**config.mk**
```make
export PLATFORM = sky130hd
export DESIGN_NAME = pulse_burst_controller
export DESIGN_NICKNAME = d
export VERILOG_FILES = /design/src/rtl/pulse_burst_controller_pkg.sv /design/src/rtl/pulse_burst_controller_start_edge_detect.sv /design/src/rtl/pulse_burst_controller.sv
export SDC_FILE = /design/constraint.sdc
export NUM_CORES = 1
export LEC_CHECK = 0
export CAP_MARGIN = 15
export CELL_PAD_IN_SITES_DETAIL_PLACEMENT = 0
export CELL_PAD_IN_SITES_GLOBAL_PLACEMENT = 2
export CORE_ASPECT_RATIO = 0.9
export CORE_UTILIZATION = 32
export DETAILED_ROUTE_END_ITERATION = 16
export GPL_TIMING_DRIVEN = 0
export PLACE_DENSITY = 0.75
export REMOVE_ABC_BUFFERS = 1
export SLEW_MARGIN = 20
export SYNTH_ARGS = -nofsm -noshare
export SYNTH_HDL_FRONTEND = slang
export SYNTH_SLANG_ARGS = --single-unit
export TNS_END_PERCENT = 10
```
**constraint.sdc**
```tcl
create_clock -name clk -period 2.6 [get_ports clk]
set_input_delay 0.52 -clock clk [delete_from_list [all_inputs] [get_ports clk]]
set_output_delay 0.52 -clock clk [all_outputs]
set_load 0.05 [all_outputs]
```
**src/rtl/pulse_burst_controller_pkg.sv**
```systemverilog
// pulse_burst_controller_pkg: shared FSM state encoding and default field widths
package pulse_burst_controller_pkg;

    localparam int DEF_CNT_W = 8;
    localparam int DEF_NUM_W = 8;

    typedef enum logic [1:0] {
        IDLE = 2'd0,
        HIGH = 2'd1,
        LOW  = 2'd2
    } state_t;

endpackage

```
**src/rtl/pulse_burst_controller_start_edge_detect.sv**
```systemverilog
// start_edge_detect: rising-edge decoder for the start level, history cleared by reset
module start_edge_detect (
    input  logic clk,
    input  logic rst_n,
    input  logic start,
    output logic start_edge
);

    logic start_d;

    // start history, updated every cycle regardless of controller state
    always_ff @(posedge clk or negedge rst_n) begin
        if (!rst_n)
            start_d <= 1'b0;
        else
            start_d <= start;
    end

    assign start_edge = start & ~start_d;

endmodule

```
**src/rtl/pulse_burst_controller.sv**
```systemverilog
// pulse_burst_controller: generates a burst of programmable high/low pulses on a start edge
module pulse_burst_controller
    import pulse_burst_controller_pkg::*;
#(
    parameter int CNT_W = DEF_CNT_W,
    parameter int NUM_W = DEF_NUM_W
) (
    input  logic             clk,
    input  logic             rst_n,
    input  logic             start,
    input  logic             abort,
    input  logic [CNT_W-1:0] high_cycles,
    input  logic [CNT_W-1:0] low_cycles,
    input  logic [NUM_W-1:0] pulse_count,
    output logic             pulse_out,
    output logic             busy,
    output logic             done,
    output logic [NUM_W-1:0] pulses_sent
);

    state_t           state, state_next;
    logic             start_edge, accept, phase_end, last_pulse;
    logic             pulse_next, busy_next, done_next;
    logic [CNT_W-1:0] phase_cnt, phase_cnt_next;
    logic [CNT_W-1:0] high_len, high_len_next, low_len, low_len_next;
    logic [NUM_W-1:0] pulses_left, pulses_left_next, pulses_sent_next;

    function automatic logic [CNT_W-1:0] at_least_one(input logic [CNT_W-1:0] v);
        return (v == '0) ? CNT_W'(1) : v;
    endfunction

    start_edge_detect u_edge (
        .clk        (clk),
        .rst_n      (rst_n),
        .start      (start),
        .start_edge (start_edge)
    );

    // abort in the same idle cycle discards the edge
    assign accept     = (state == IDLE) && start_edge && !abort;
    assign phase_end  = phase_cnt <= CNT_W'(1);
    assign last_pulse = pulses_left <= NUM_W'(1);

    // state, counters, latched configuration and registered outputs
    always_ff @(posedge clk or negedge rst_n) begin
        if (!rst_n) begin
            state       <= IDLE;
            phase_cnt   <= '0;
            pulses_left <= '0;
            high_len    <= '0;
            low_len     <= '0;
            pulses_sent <= '0;
            pulse_out   <= 1'b0;
            busy        <= 1'b0;
            done        <= 1'b0;
        end else begin
            state       <= state_next;
            phase_cnt   <= phase_cnt_next;
            pulses_left <= pulses_left_next;
            high_len    <= high_len_next;
            low_len     <= low_len_next;
            pulses_sent <= pulses_sent_next;
            pulse_out   <= pulse_next;
            busy        <= busy_next;
            done        <= done_next;
        end
    end

    // next-state: a zero-count burst never leaves IDLE, abort always returns to IDLE
    always_comb begin
        state_next = state;
        case (state)
            IDLE:    state_next = (accept && pulse_count != '0) ? HIGH : IDLE;
            HIGH:    state_next = abort ? IDLE : !phase_end ? HIGH : last_pulse ? IDLE : LOW;
            LOW:     state_next = abort ? IDLE : phase_end ? HIGH : LOW;
            default: state_next = IDLE;
        endcase
    end

    // datapath and output values to be registered alongside the next state
    always_comb begin
        phase_cnt_next   = phase_cnt;
        pulses_left_next = pulses_left;
        high_len_next    = high_len;
        low_len_next     = low_len;
        pulses_sent_next = pulses_sent;
        done_next        = 1'b0;
        if (accept) begin
            high_len_next    = high_cycles;
            low_len_next     = low_cycles;
            pulses_left_next = pulse_count;
            pulses_sent_next = '0;
            phase_cnt_next   = at_least_one(high_cycles);
            done_next        = (pulse_count == '0);
        end else if (state != IDLE && !abort) begin
            if (!phase_end) begin
                phase_cnt_next = phase_cnt - CNT_W'(1);
            end else if (state == HIGH) begin
                pulses_sent_next = pulses_sent + NUM_W'(1);
                pulses_left_next = pulses_left - NUM_W'(1);
                done_next        = last_pulse;
                phase_cnt_next   = at_least_one(low_len);
            end else begin
                phase_cnt_next = at_least_one(high_len);
            end
        end
        pulse_next = (state_next == HIGH);
        busy_next  = (state_next != IDLE);
    end

endmodule

```
# Word-level counts from Yosys, hierarchy flattened
# Index checks and enable logic that the tools add are counted.
[classes]
n_addsub = 3
order_cmp = 2
n_eq_ne = 3
n_mux = 26
n_bitwise = 2
n_reduce_logical = 17
[op_table]
columns = ["operator", "n"]
rows = [
  ["two-way mux 8 bit", 15],
  ["logical NOT 8 bit", 4],
  ["less-or-equal comparator 8 x 1 -> 1 bit, second input constant", 2],
  ["subtractor 8 x 1 -> 8 bit, second input constant", 2],
  ["two-way mux 2 bit", 5],
  ["nonzero test 2 bit", 5],
  ["adder 8 x 1 -> 8 bit, second input constant", 1],
  ["nonzero test 8 bit", 1],
  ["case mux 2 bit (3 select lines)", 1],
  ["two-way mux 1 bit", 5],
  ["equality test 2 x 1 -> 1 bit, second input constant", 2],
  ["logical AND 1 bit", 4],
  ["AND reduction 3 bit", 1],
  ["equality test 2 bit, second input constant", 1],
  ["logical NOT 2 bit", 1],
  ["bitwise AND 1 bit", 1],
  ["logical NOT 1 bit", 1],
  ["NOT 1 bit", 1],
]
[totals]
regBits = 46
input_bits = 28
output_inout_bits = 11

# Depth between registers and ports, before layout
[logic_depth]
ltp_word = 8
ltp_mapped = 8
depth_no_buf = 7

# By module
# Synthesis repeated with hierarchy kept, for this count alone.
[unflattened]
cells_unflattened = 286
area_unflattened_um2 = 2643.8
[modules_own_cells]
columns = ["module", "instances", "cells_per_inst", "area_per_inst_um2", "seq_area_each_um2"]
rows = [
  ["pulse_burst_controller", 1, 284, 2605.0, 1126.1],
  ["start_edge_detect", 1, 2, 38.8, 25.0],
]

# Worst setup path before layout
# Ideal clock, no wire load.
[synth_path]
path_kind = "flip-flop to flip-flop"
start = "reg phase_cnt[0]"
end = "reg pulses_left[6]"
setup_ns = 0.126
t_arrival_ns = 1.761
required_time_ns = 2.474
setup_slack_ns = 0.713
stages_incl_launch_ff = 8
n_path_buf = 1
synth_period_minus_slack_ns = 1.887
cell_sequence = "dfrtp_1 inv_1 ha_1 or2_2 nand4_2 clkbuf_1 nor3_1 a221o_1"
[synth_between]
elab_chain_cells = 3
[synth_lines]
columns = ["element", "line", "source"]
rows = [
  ["start: declaration", "pulse_burst_controller.sv:24", "logic [CNT_W-1:0] phase_cnt, phase_cnt_next;"],
  ["start signal: assignment", "pulse_burst_controller.sv:58", "phase_cnt <= phase_cnt_next;"],
  ["less-or-equal comparator 8 x 1 -> 1 bit", "pulse_burst_controller.sv:41", "assign phase_end = phase_cnt <= CNT_W'(1);"],
  ["nonzero test 2 bit (no source line)", "--", ""],
  ["AND reduction 3 bit (no source line)", "--", ""],
  ["end signal: assignment", "pulse_burst_controller.sv:59", "pulses_left <= pulses_left_next;"],
  ["end: declaration", "pulse_burst_controller.sv:26", "logic [NUM_W-1:0] pulses_left, pulses_left_next, pulses_sent_next;"],
]
# No other way between the ends.
# A chain may end at the register's enable or synchronous reset.

# Worst setup path after layout
[layout_path]
start = "in abort"
end = "reg pulse_out"
[layout_between]
elab_chain_cells = 6
[layout_lines]
columns = ["element", "line", "source"]
rows = [
  ["start: declaration", "pulse_burst_controller.sv:11", "input logic abort,"],
  ["logical NOT 1 bit", "pulse_burst_controller.sv:40", "assign accept = (state == IDLE) && start_edge && !abort;"],
  ["logical AND 1 bit", "pulse_burst_controller.sv:40", ""],
  ["logical AND 1 bit", "pulse_burst_controller.sv:73", "IDLE: state_next = (accept && pulse_count != '0) ? HIGH : IDLE;"],
  ["two-way mux 1 bit", "pulse_burst_controller.sv:73", ""],
  ["case mux 2 bit (3 select lines) *", "pulse_burst_controller.sv:72", "case (state)"],
  ["equality test 2 x 1 -> 1 bit *", "pulse_burst_controller.sv:107", "pulse_next = (state_next == HIGH);"],
  ["named net pulse_next", "pulse_burst_controller.sv:23", "logic pulse_next, busy_next, done_next;"],
  ["end signal: assignment", "pulse_burst_controller.sv:63", "pulse_out <= pulse_next;"],
  ["end: declaration", "pulse_burst_controller.sv:15", "output logic pulse_out,"],
]
# The timed path passes the listed nets; every way through them passes the cells marked *.

==> metrics.txt <==
Post-synth EDFFs=0; die height=86.0 um; IO Pins=39; Ys Warns=0; Critical Path Sink Type=register; DP HPWL=about 4400 um; ant diodes=0; Vias=between 2,000 and 2,500; CP Class=in2reg; clock slew at reported path FFs=0.09 ns; worst-skew pair later-pin latency=0.30 ns; Finished Layout Cells=just over 400; post-synth cell types=45; Starting Density=33.1%; clock sink count=46; worst-path fanout max=21; total grt overflow=0; Worst EP arrival=~2.6 ns; vias per cell=just over 5; Critical path origin=abort; pre-CTS WS=-0.137 ns; initial antenna violation count=0; die area=8200 sq um; antenna viol nets, final=0; first-pass GRT wire length=10,800 um; Worst Tran Pin Value=0.746 ns; final setup margin=about 0.22 ns; Max-cap violations=0; Seq/Total Area, Yosys=45.9%; Core Box Area=between 7000 and 8000 sq um; Cells after Synth=284; chip width=approximately 95 um; IO Port Bufs=38; clock skew=0.00565 ns; fin nets=351; FF-to-FF path depth=6; Root Buffer=clkbuf_8; DR pass1 iterations=4; part of the cycle the worst path needs=91.4%; reg-to-reg startpoint=phase_cnt[0]; Pins Over Slew Limit=0; Num CTS Buffers=5; Seq. cell area=around 1200 sq um; RSZ-0062 raised after global routing=no; DRT Wirelength=6280 um; startpoint types=input port; Area growth syn-to-layout=22.2%; CTS H-tree depth=2; synthesized area per cell=8.84 sq um; peak supply drop=0.273 mV; Post-route DRC=0; Synth Flop Type=dfrtp_1; largest net degree at the start of global routing=47; initial DRC count=119; CTS tree=built; cell row count=30; clock buffer depth=2; Max Freq=421 MHz; Worst Path Required=~2.8 ns; final core utilization=40.4%; max_slew headroom=49.9%; Synth Cell Area=between 2000 and 3000 sq um; Hold Fails Final Rpt=0; static leakage=0.00133 uW; total of fill cells in the finished design=796; vias in the first global route=between 2,000 and 2,500; commonest non-fill, non-tap cells in the layout=75 x nand2_1, 46 x dfrtp_1, 37 x clkdlybuf4s50_1; most common cell after layout, fill and taps aside=nand2_1; placed instance count=407; fin crit period=2.38 ns; GRT Util Overall=17.2%; Pwr per Cell Area=846 nW/um^2; Critical Path End=pulse_out; r2r endpoint=pulse_out; Setup Viol. Count Final=0; reg2reg setup slack=0.30 ns; Synth Register Bits=46; area of the multi-input gates=1270 sq um; routability cong.=0.759; Hold Crit Class=in2async; Async SR Flop Fraction=100%; per-cell routed wire length=15.1 um; status=complete, no violations; layout cells sized above 1=approximately 8.5%
==> timing repair <==
item                       in CTS  in global routing
setup endpoints to repair       0                  1
gates resized for setup         0                  1
buffers inserted                0                  0
hold buffers                    0                  0
==> where the power goes <==
group	internal (uW)	switching, uW
sequential	920	235
clock	244	258
combinational	407	530
==> how the worst min path moves through the flow <==
stage,startpoint,end,slack (ns),cells after the start
finish,rst_n,pulses_sent[4],0.21,1
global route,rst_n,pulses_sent[5],0.26,1
CTS,rst_n,pulses_sent[0],0.24,1
detailed placement,pulses_left[3],pulses_left[3],0.47,1
global placement,high_len[0],high_len[0],0.47,2
floorplan,rst_n,busy,0.22,0
==> final cells by class <==
class / count / share of cell area, %
clock buffer: 7 / 3.14
clock inverter: 1 / 0.286
inverter: 6 / 0.734
multi-input combinational: 219 / 41.5
sequential: 46 / 37.5
tap: 96 / 3.92
timing repair buffer: 40 / 12.9
==> worst max-delay path, cell delays in order <==
cell	delay, ns
clkdlybuf4s50_1	0.61
or4_4	0.73
a21oi_2	0.23
nor3b_1	0.09
nor4b_1	0.36
==> metal layers <==
layer,vias to the layer above,global-route usage [%],part of all wire [%]
met1,1025,26.2,52
li1,1067,-,-
met4,0,4.96,1.1
met2,49,25.1,42
met3,5,2.22,4.4
met5,-,0,0
==> through the flow <==
| stage | TNS (ns) | area [sq um] | hold WS [ns] | power (uW) |
|---|---|---|---|---|
| 4_1_cts | 0 | 3060 | 0.242 | 2600 |
| 2_1_floorplan | 0 | 2440 | 0.224 | 1780 |
| 6_report | 0 | 3070 | 0.212 | 2590 |
| 3_3_place_gp | -48.21 | 2940 | 0.465 | 2080 |
| 5_1_grt | 0 | 3070 | 0.260 | 2800 |
| 3_5_place_dp | -0.582 | 2950 | 0.469 | 2080 |
==> flip-flops by register name (all words and copies together), names as in the netlist, 2 cells and up <==
signal       cells
pulses_left      8
high_len         8
low_len          8
phase_cnt        8
state            2
pulses_sent      8
==> cells by family after synthesis <==
| family | after synthesis | share of synthesized area (%) |
|---|---|---|
| AO/OA/AOI/OAI | 49 | 12.9 |
| XOR/XNOR | 7 | 2.44 |
| adder cells (fa/ha/maj) | 5 | 2.49 |
| buffers and inverters | 19 | 3.84 |
| flip-flops | 46 | 45.9 |
| multiplexers | 7 | 3.04 |
| AND/OR/NAND/NOR | 151 | 29.5 |
==> cell usage after synthesis (2+ instances only) <==
master	n	area, sq um
nor2_1	22	82.6
mux2i_1	2	20.0
mux2_2	5	56.3
nor3_1	13	65.1
a221o_1	5	50.1
xor2_1	2	17.5
a21oi_1	10	50.1
or4_4	2	22.5
inv_1	6	22.5
nand2b_1	2	12.5
nand2_1	75	282
nor4b_1	2	17.5
o211ai_1	2	15.0
xnor2_1	5	43.8
a31oi_1	2	12.5
nor3b_1	2	15.0
o21ai_0	15	75.1
nand3_1	13	65.1
buf_6	2	22.5
a21o_1	2	15.0
nor4_1	6	37.5
ha_1	5	62.6
buf_2	5	25.0
dfrtp_1	46	1150
clkbuf_1	5	18.8
nor3_2	2	20.0
a211oi_1	3	22.5
o221ai_1	3	26.3
or3_1	4	25.0
Power figures use the tool's default switching activity.
